$ cat src/rtl/div_unit.sv
// Multi-cycle radix-2 restoring divider for the EX stage.
// Produces {remainder, quotient} for HI/LO and stalls the pipeline while busy.
`timescale 1ns/1ps
`ifndef DIV_CONTROL
`define DIV_CONTROL  5'b11010
`endif
`ifndef DIVU_CONTROL
`define DIVU_CONTROL 5'b11011
`endif

module div_unit #(
    parameter int WIDTH = 32
) (
    input  logic                 clk,
    input  logic                 rst,
    input  logic [4:0]           alucontrol,
    input  logic [WIDTH-1:0]     opdata1,
    input  logic [WIDTH-1:0]     opdata2,
    input  logic                 annul,
    output logic [2*WIDTH-1:0]   result,
    output logic                 ready,
    output logic                 stall_div
);
    localparam int CW = $clog2(WIDTH);

    typedef enum logic [1:0] {S_IDLE, S_DIVZERO, S_ON, S_END} state_t;

    state_t               state_q, state_d;
    logic [CW-1:0]        cnt_q, cnt_d;
    logic [WIDTH-1:0]     dvd_q, dvd_d;
    logic [WIDTH-1:0]     dvs_q, dvs_d;
    logic [WIDTH-1:0]     rem_q, rem_d;
    logic                 sa_q, sa_d, sb_q, sb_d, sgn_q, sgn_d;
    logic [2*WIDTH-1:0]   result_q, result_d;
    logic                 ready_q, ready_d;

    logic                 is_signed, start;
    logic [WIDTH:0]       shifted;
    logic [WIDTH+1:0]     diff;
    logic                 borrow;
    logic [WIDTH-1:0]     step_rem, step_quo, fix_rem, fix_quo;

    assign is_signed = (alucontrol == `DIV_CONTROL);
    assign start     = (is_signed || alucontrol == `DIVU_CONTROL) && !annul;

    // One restoring step: bring down the next dividend bit, trial-subtract the divisor.
    assign shifted  = {rem_q, dvd_q[WIDTH-1]};
    assign diff     = {1'b0, shifted} - {2'b00, dvs_q};
    assign borrow   = diff[WIDTH+1];
    assign step_rem = borrow ? shifted[WIDTH-1:0] : diff[WIDTH-1:0];
    assign step_quo = {dvd_q[WIDTH-2:0], ~borrow};
    assign fix_quo  = (sgn_q && (sa_q ^ sb_q)) ? (~step_quo + 1'b1) : step_quo;
    assign fix_rem  = (sgn_q && sa_q) ? (~step_rem + 1'b1) : step_rem;

    always_comb begin
        state_d   = state_q;
        cnt_d     = cnt_q;
        dvd_d     = dvd_q;
        dvs_d     = dvs_q;
        rem_d     = rem_q;
        sa_d      = sa_q;
        sb_d      = sb_q;
        sgn_d     = sgn_q;
        result_d  = result_q;
        ready_d   = 1'b0;
        stall_div = 1'b0;
        case (state_q)
            S_IDLE: begin
                if (start) begin
                    stall_div = 1'b1;
                    sgn_d     = is_signed;
                    sa_d      = opdata1[WIDTH-1];
                    sb_d      = opdata2[WIDTH-1];
                    cnt_d     = '0;
                    rem_d     = '0;
                    if (opdata2 == '0) begin
                        state_d = S_DIVZERO;
                        dvd_d   = opdata1;
                    end else begin
                        state_d = S_ON;
                        dvd_d   = (is_signed && opdata1[WIDTH-1]) ? (~opdata1 + 1'b1) : opdata1;
                        dvs_d   = (is_signed && opdata2[WIDTH-1]) ? (~opdata2 + 1'b1) : opdata2;
                    end
                end
            end
            S_DIVZERO: begin
                stall_div = 1'b1;
                if (annul) begin
                    state_d = S_IDLE;
                end else begin
                    state_d  = S_END;
                    result_d = {dvd_q, {WIDTH{1'b1}}};
                    ready_d  = 1'b1;
                end
            end
            S_ON: begin
                stall_div = 1'b1;
                if (annul) begin
                    state_d = S_IDLE;
                end else begin
                    rem_d = step_rem;
                    dvd_d = step_quo;
                    cnt_d = cnt_q + 1'b1;
                    if (cnt_q == CW'(WIDTH - 1)) begin
                        state_d  = S_END;
                        result_d = {fix_rem, fix_quo};
                        ready_d  = 1'b1;
                    end
                end
            end
            default: state_d = S_IDLE;
        endcase
    end

    always_ff @(posedge clk or posedge rst) begin
        if (rst) begin
            state_q  <= S_IDLE;
            cnt_q    <= '0;
            dvd_q    <= '0;
            dvs_q    <= '0;
            rem_q    <= '0;
            sa_q     <= 1'b0;
            sb_q     <= 1'b0;
            sgn_q    <= 1'b0;
            result_q <= '0;
            ready_q  <= 1'b0;
        end else begin
            state_q  <= state_d;
            cnt_q    <= cnt_d;
            dvd_q    <= dvd_d;
            dvs_q    <= dvs_d;
            rem_q    <= rem_d;
            sa_q     <= sa_d;
            sb_q     <= sb_d;
            sgn_q    <= sgn_d;
            result_q <= result_d;
            ready_q  <= ready_d;
        end
    end

    assign result = result_q;
    assign ready  = ready_q;

endmodule
$ cat config.mk
export PLATFORM = sky130hd
export DESIGN_NAME = div_unit
export DESIGN_NICKNAME = d
export VERILOG_FILES = /design/src/rtl/div_unit.sv
export SDC_FILE = /design/constraint.sdc
export NUM_CORES = 1
export LEC_CHECK = 0
export BUFFER_PORTS_ARGS = -buffer_cell sky130_fd_sc_hd__clkbuf_2
export CORE_ASPECT_RATIO = 1.2
export CORE_UTILIZATION = 40
export CTS_CLUSTER_SIZE = 28
export DETAILED_ROUTE_END_ITERATION = 12
export PLACE_DENSITY = 0.62
export SLEW_MARGIN = 40
export SYNTH_ARGS = -nofsm -noshare
export SYNTH_HDL_FRONTEND = slang
export SYNTH_SLANG_ARGS = --single-unit
$ cat constraint.sdc
create_clock -name clk -period 13.87 [get_ports clk]
set_input_delay 0 -clock clk [delete_from_list [all_inputs] [get_ports clk]]
set_output_delay 0 -clock clk [all_outputs]
set_load 0.1 [all_outputs]
* After elaboration in Yosys (flattened, before gate mapping) *
Index checks and enable logic that the tools add are counted.

storage, ports and cells
  register bits after elaboration = 171
  latch bits = 0
  RAM bits = 0
  ROM bits = 0
  input bits = 72
  output and inout port bits = 66
  word-level logic and storage cells = 81
  memories = 0

operators by class
  add/sub/neg operators = 6
  $mul = 0
  div/mod/pow operators = 0
  magnitude comparators = 0
  eq/ne operators = 10
  shifts and indexed selects = 0
  multiplexer cells = 31
  bitwise logic cells = 7
  reduce and logical (&&, ||, !) cells = 17

operator list
  operator                                                               number
  32-bit 2-to-1 mux                                                      10
  64-bit 2-to-1 mux                                                      3
  32-bit by 1-bit adder with 32-bit output, second input constant        4
  32-bit inverter                                                        4
  32-bit one-hot mux with 2 select lines                                 2
  64-bit one-hot mux with 2 select lines                                 1
  33-bit by 32-bit subtractor with 34-bit output                         1
  32-bit zero test                                                       1
  5-bit equality test, second input constant                             3
  2-bit 2-to-1 mux                                                       5
  5-bit 2-to-1 mux                                                       2
  5-bit one-hot mux with 2 select lines                                  1
  2-bit inequality test, second input constant                           4
  2-bit one-hot mux with 3 select lines                                  1
  3-bit AND reduction                                                    2
  5-bit by 1-bit adder with 5-bit output, second input constant          1
  1-bit logical AND                                                      5
  1-bit 2-to-1 mux                                                       4
  1-bit one-hot mux with 2 select lines                                  2
  2-bit AND reduction                                                    2
  4-bit AND reduction                                                    1
  2-bit nonzero test                                                     2
  3-bit inequality test, second input constant                           1
  2-bit by 1-bit equality test with 1-bit output, second input constant  1
  other kinds (7)                                                        8

* Longest topological paths before layout *
  depth in word-level cells = 8
  depth in mapped cells = 20
  gate-level depth less buffers = 16

* Worst setup path after synthesis *
Ideal clock, no wire load.

  path kind = register to register
  start point = reg rem_q[0]
  end point = reg result_q[30] (netlist: result[30])
  setup time = 0.137 ns
  arrival = 4.229 ns
  slack = 9.504 ns
  stages on the path, launching flop included = 19
  clock period less this slack = 4.366 ns
  cells stage by stage = dfrtp_1 ha_1 nor2b_1 o2111a_1 o211ai_1 a21o_1 nand2_1 inv_2 clkbuf_1 buf_2 buf_2 ha_1 nand2b_1 or3_1 nor3_1 nand2_1 o41ai_1 xor2_1 a21oi_1

between the ends
  word-level cells in the longest chain between the ends = 8

RTL lines
  item                                            RTL line  RTL
  start: declaration                              32        logic [WIDTH-1:0] rem_q, rem_d;
  start signal: assignment                        132       rem_q <= rem_d;
  33-bit by 32-bit subtractor with 34-bit output  48        assign diff = {1'b0, shifted} - {2'b00, dvs_q};
  1-bit inverter                                  51        assign step_quo = {dvd_q[WIDTH-2:0], ~borrow};
  32-bit inverter                                 52        assign fix_quo = (sgn_q && (sa_q ^ sb_q)) ? (~step_quo + 1'b1) : step_quo;
  32-bit by 1-bit adder with 32-bit output        52
  32-bit 2-to-1 mux                               52
  64-bit 2-to-1 mux                               104       if (cnt_q == CW'(WIDTH - 1)) begin
  64-bit 2-to-1 mux                               98        if (annul) begin
  64-bit one-hot mux with 2 select lines          67        case (state_q)
  end signal: assignment                          136       result_q <= result_d;
  end: declaration                                34        logic [2*WIDTH-1:0] result_q, result_d;

Every way passes these cells. The select of a mux whose other input is x is not followed.
A chain may end at the register's enable or synchronous reset.

* Worst setup path after layout *
  start point = reg rem_q[3]
  end point = reg result_q[30] (netlist: result[30])

The elaborated chain is that of the path after synthesis.

==> run metrics <==
Placed Area=13,200 sq um; post-synthesis cell count=1,497; CP Launch Type=flip-flop; Worst Path Arrival=5.60 ns; area share of the largest cell type after synthesis=35.1%; die area=31,200 sq um; Overall Global Routing Usage=22.9%; Yosys top cell by area=dfrtp_1; standby leakage power=6.14 nW; Area growth, synth to finish=18.1%; Worst EP required=14.18 ns; post-synthesis sequential area ratio=35.1%; Synth Register Bits=171; vias in the first global route=10,900; top_reg_cell synth=dfrtp_1; Slew headroom=48.7%; reg2reg setup slack=8.57 ns; first-pass GRT wire length=57,400 um; Hold EP=dvd_q[5]; Crit. Startpoint=rem_q[3]; Slew Limit Fails=0; routability cong.=0.873; final setup TNS=0 ns; layout cells sized above 1=13.0%; Logic pwr share=57.0%; origin of the critical flop-to-flop path=rem_q[3]; pwr dens=214 nW/um^2; via count=11,400; reg-to-reg critical path endpoint=result[30]; EDFF count, synth=0; Internal Power=0.00141 W; antenna violations before repair=0; post-synthesis cell area=12,200 sq um; Fin Clk Skew=0.00951 ns; Final Cell Area=14,400 sq um; drt via density=5.57; Hold Vio Cnt, Final=0; outcome=completed; total gr overflow=0; HP Start=opdata1[5]; sw frac=54.3%; count leader, synth=nand2_1; Period Utilization, post-route=38.2%; CTS tree=built; row count=69; synth unique cells=73; number of max-cap violations=0; Die W=161 um; WHS Path Cells=4; clock tree buffer depth=2; commonest cells in the netlist=nand2_1, dfrtp_1, o21ai_0, a21oi_1, nor2_1; Net Sw Power=0.00168 W; R2R depth=16; post-DR wirelength/cell=17.3 um; fmax=189 MHz; Port Buffers=137; 1st-pass router iterations=5; chip height=193 um; Post-Route WL=35,300 um; worst-margin pin slew=0.770 ns; Mean Syn Cell Area=8.15 sq um; Peak VDD IR=0.216 mV; crit end category=flip-flop; Detail Route Antenna Nets=0; Hold Crit Class=primary input to flip-flop; ant diodes=0; Num CTS Buffers=17; Final Setup Violations=0; nets=1,759; HPWL after DPL=26,400 um; RSZ-0062 raised after global routing=false; clk sinks=171; CTS H-tree lvls=4; starting density of the core=41.0%; Post-CTS Setup Inserts=0; part of the power in registers=27.1%; Setup Crit Path Kind=flip-flop to flip-flop; clock share of power=15.9%; syn_nets=1,612; # IOs=138; Warnings, synthesis=0; largest net degree at the start of global routing=104; number of remaining DRC errors=0; Clock Latency Late Sink=0.44 ns; DR iter-0 viols=721; top post-synthesis cells by area=dfrtp_1, o21ai_0, a21oi_1; CTS root buffer=clkbuf_16; fraction of registers with async set/reset=100%; core region area=29,800 sq um; Clock transition at path regs=0.07 ns; minimum clock period=5.30 ns; crit path max fanout=50
[sequential cells by signal, summed over array words and instances, names as in the netlist]
signal and count:
result 64, dvd_q 32, dvs_q 32, rem_q 32, cnt_q 5, state_q 2
ready 1, sa_q 1, sb_q 1, sgn_q 1
[per-layer routing]
metal / track usage [%] / vias up / wire, um
met4: 5.14 / 0 / 488
met1: 31.9 / 5371 / 16500
met3: 2.74 / 25 / 1660
met2: 37.7 / 337 / 16700
met5: 0 / - / 0
li1: - / 5667 / -
[power by group through the flow]
stage | clock network (W) | registers [W] | logic (W)
floorplan | 0 | 0.00138 | 0.000830
global placement | 0 | 0.000838 | 0.00173
detailed placement | 0 | 0.000845 | 0.00173
CTS | 0.000500 | 0.000836 | 0.00175
global route | 0.000520 | 0.000860 | 0.00189
finish | 0.000491 | 0.000835 | 0.00176
[per-stage QoR]
step           utilization, %  worst slack [ns]  hold WS (ns)  instances  power [W]
2_1_floorplan               -              9.24        0.0708       1497    0.00221
3_3_place_gp             44.1              8.75         0.279       1950    0.00256
3_5_place_dp             44.2              8.61         0.200       1950    0.00258
4_1_cts                  48.3              8.59      0.000204       2046    0.00309
5_1_grt                  48.4              7.94        0.0607       2047    0.00327
6_report                 48.4              8.57        0.0132       2047    0.00308
[worst max-delay path, cell delays in order, from the launching register on]
cell and delay, ns:
dfrtp_1 0.42, ha_1 0.43, a21oi_1 0.26, nand2_1 0.16, o211ai_1 0.38, a21o_1 0.28, nand2_2 0.05, buf_4 0.32
inv_2 0.58, ha_1 0.29, nand2b_1 0.14, or3_1 0.46, nor3_1 0.46, nand2_1 0.19, o41ai_1 0.44, xor2_1 0.18
a21oi_1 0.08
[worst max-delay path by stage]
stage                      end  slack [ns]  cells past startpoint
floorplan             cnt_q[0]        9.24                      1
global placement    result[30]        8.75                     16
detailed placement  result[30]        8.61                     16
CTS                 result[30]        8.59                     16
global route        result[30]        7.94                     16
finish              result[30]        8.57                     16
[final cells by class]
type,instances,area (sq um)
well taps,390,488
multi-input cells,1183,7390
fillers,2963,15400
flip-flops and latches,171,4280
inverters,58,225
clock inverters,12,135
repair buffers,213,1430
clock buffers,20,457
[cells in the final DEF (no fill, tap or decap), types with 17 or more instances in the layout]
cell type,count
or3_1,22
xor2_1,68
nand3_1,18
nor2_1,116
dlygate4sd3_1,64
dfrtp_1,171
nor3_1,41
xnor2_1,68
clkbuf_2,137
ha_1,41
nand2_1,178
clkbuf_16,17
a31oi_1,19
o31ai_1,22
o21ai_0,157
mux2i_1,41
a22oi_1,24
inv_1,56
a21oi_1,147
[repair_timing]
| action | CTS | global route |
|---|---|---|
| hold buffers | 64 | 0 |
| resized for setup | 0 | 0 |
| endpoints found under the hold margin | 165 | 0 |
[cells by family (layout without fill, tap and decap cells)]
kind of cell | after synthesis | after routing | share of synthesized area [%]
compound gates | 490 | 490 | 24.4
flops | 171 | 171 | 35.1
buf+inv | 143 | 303 | 4.61
xor+xnor | 136 | 136 | 9.77
fa+ha+maj | 43 | 43 | 4.47
mux | 45 | 45 | 3.73
simple gates | 469 | 469 | 17.9
Power figures use the tool's default switching activity.
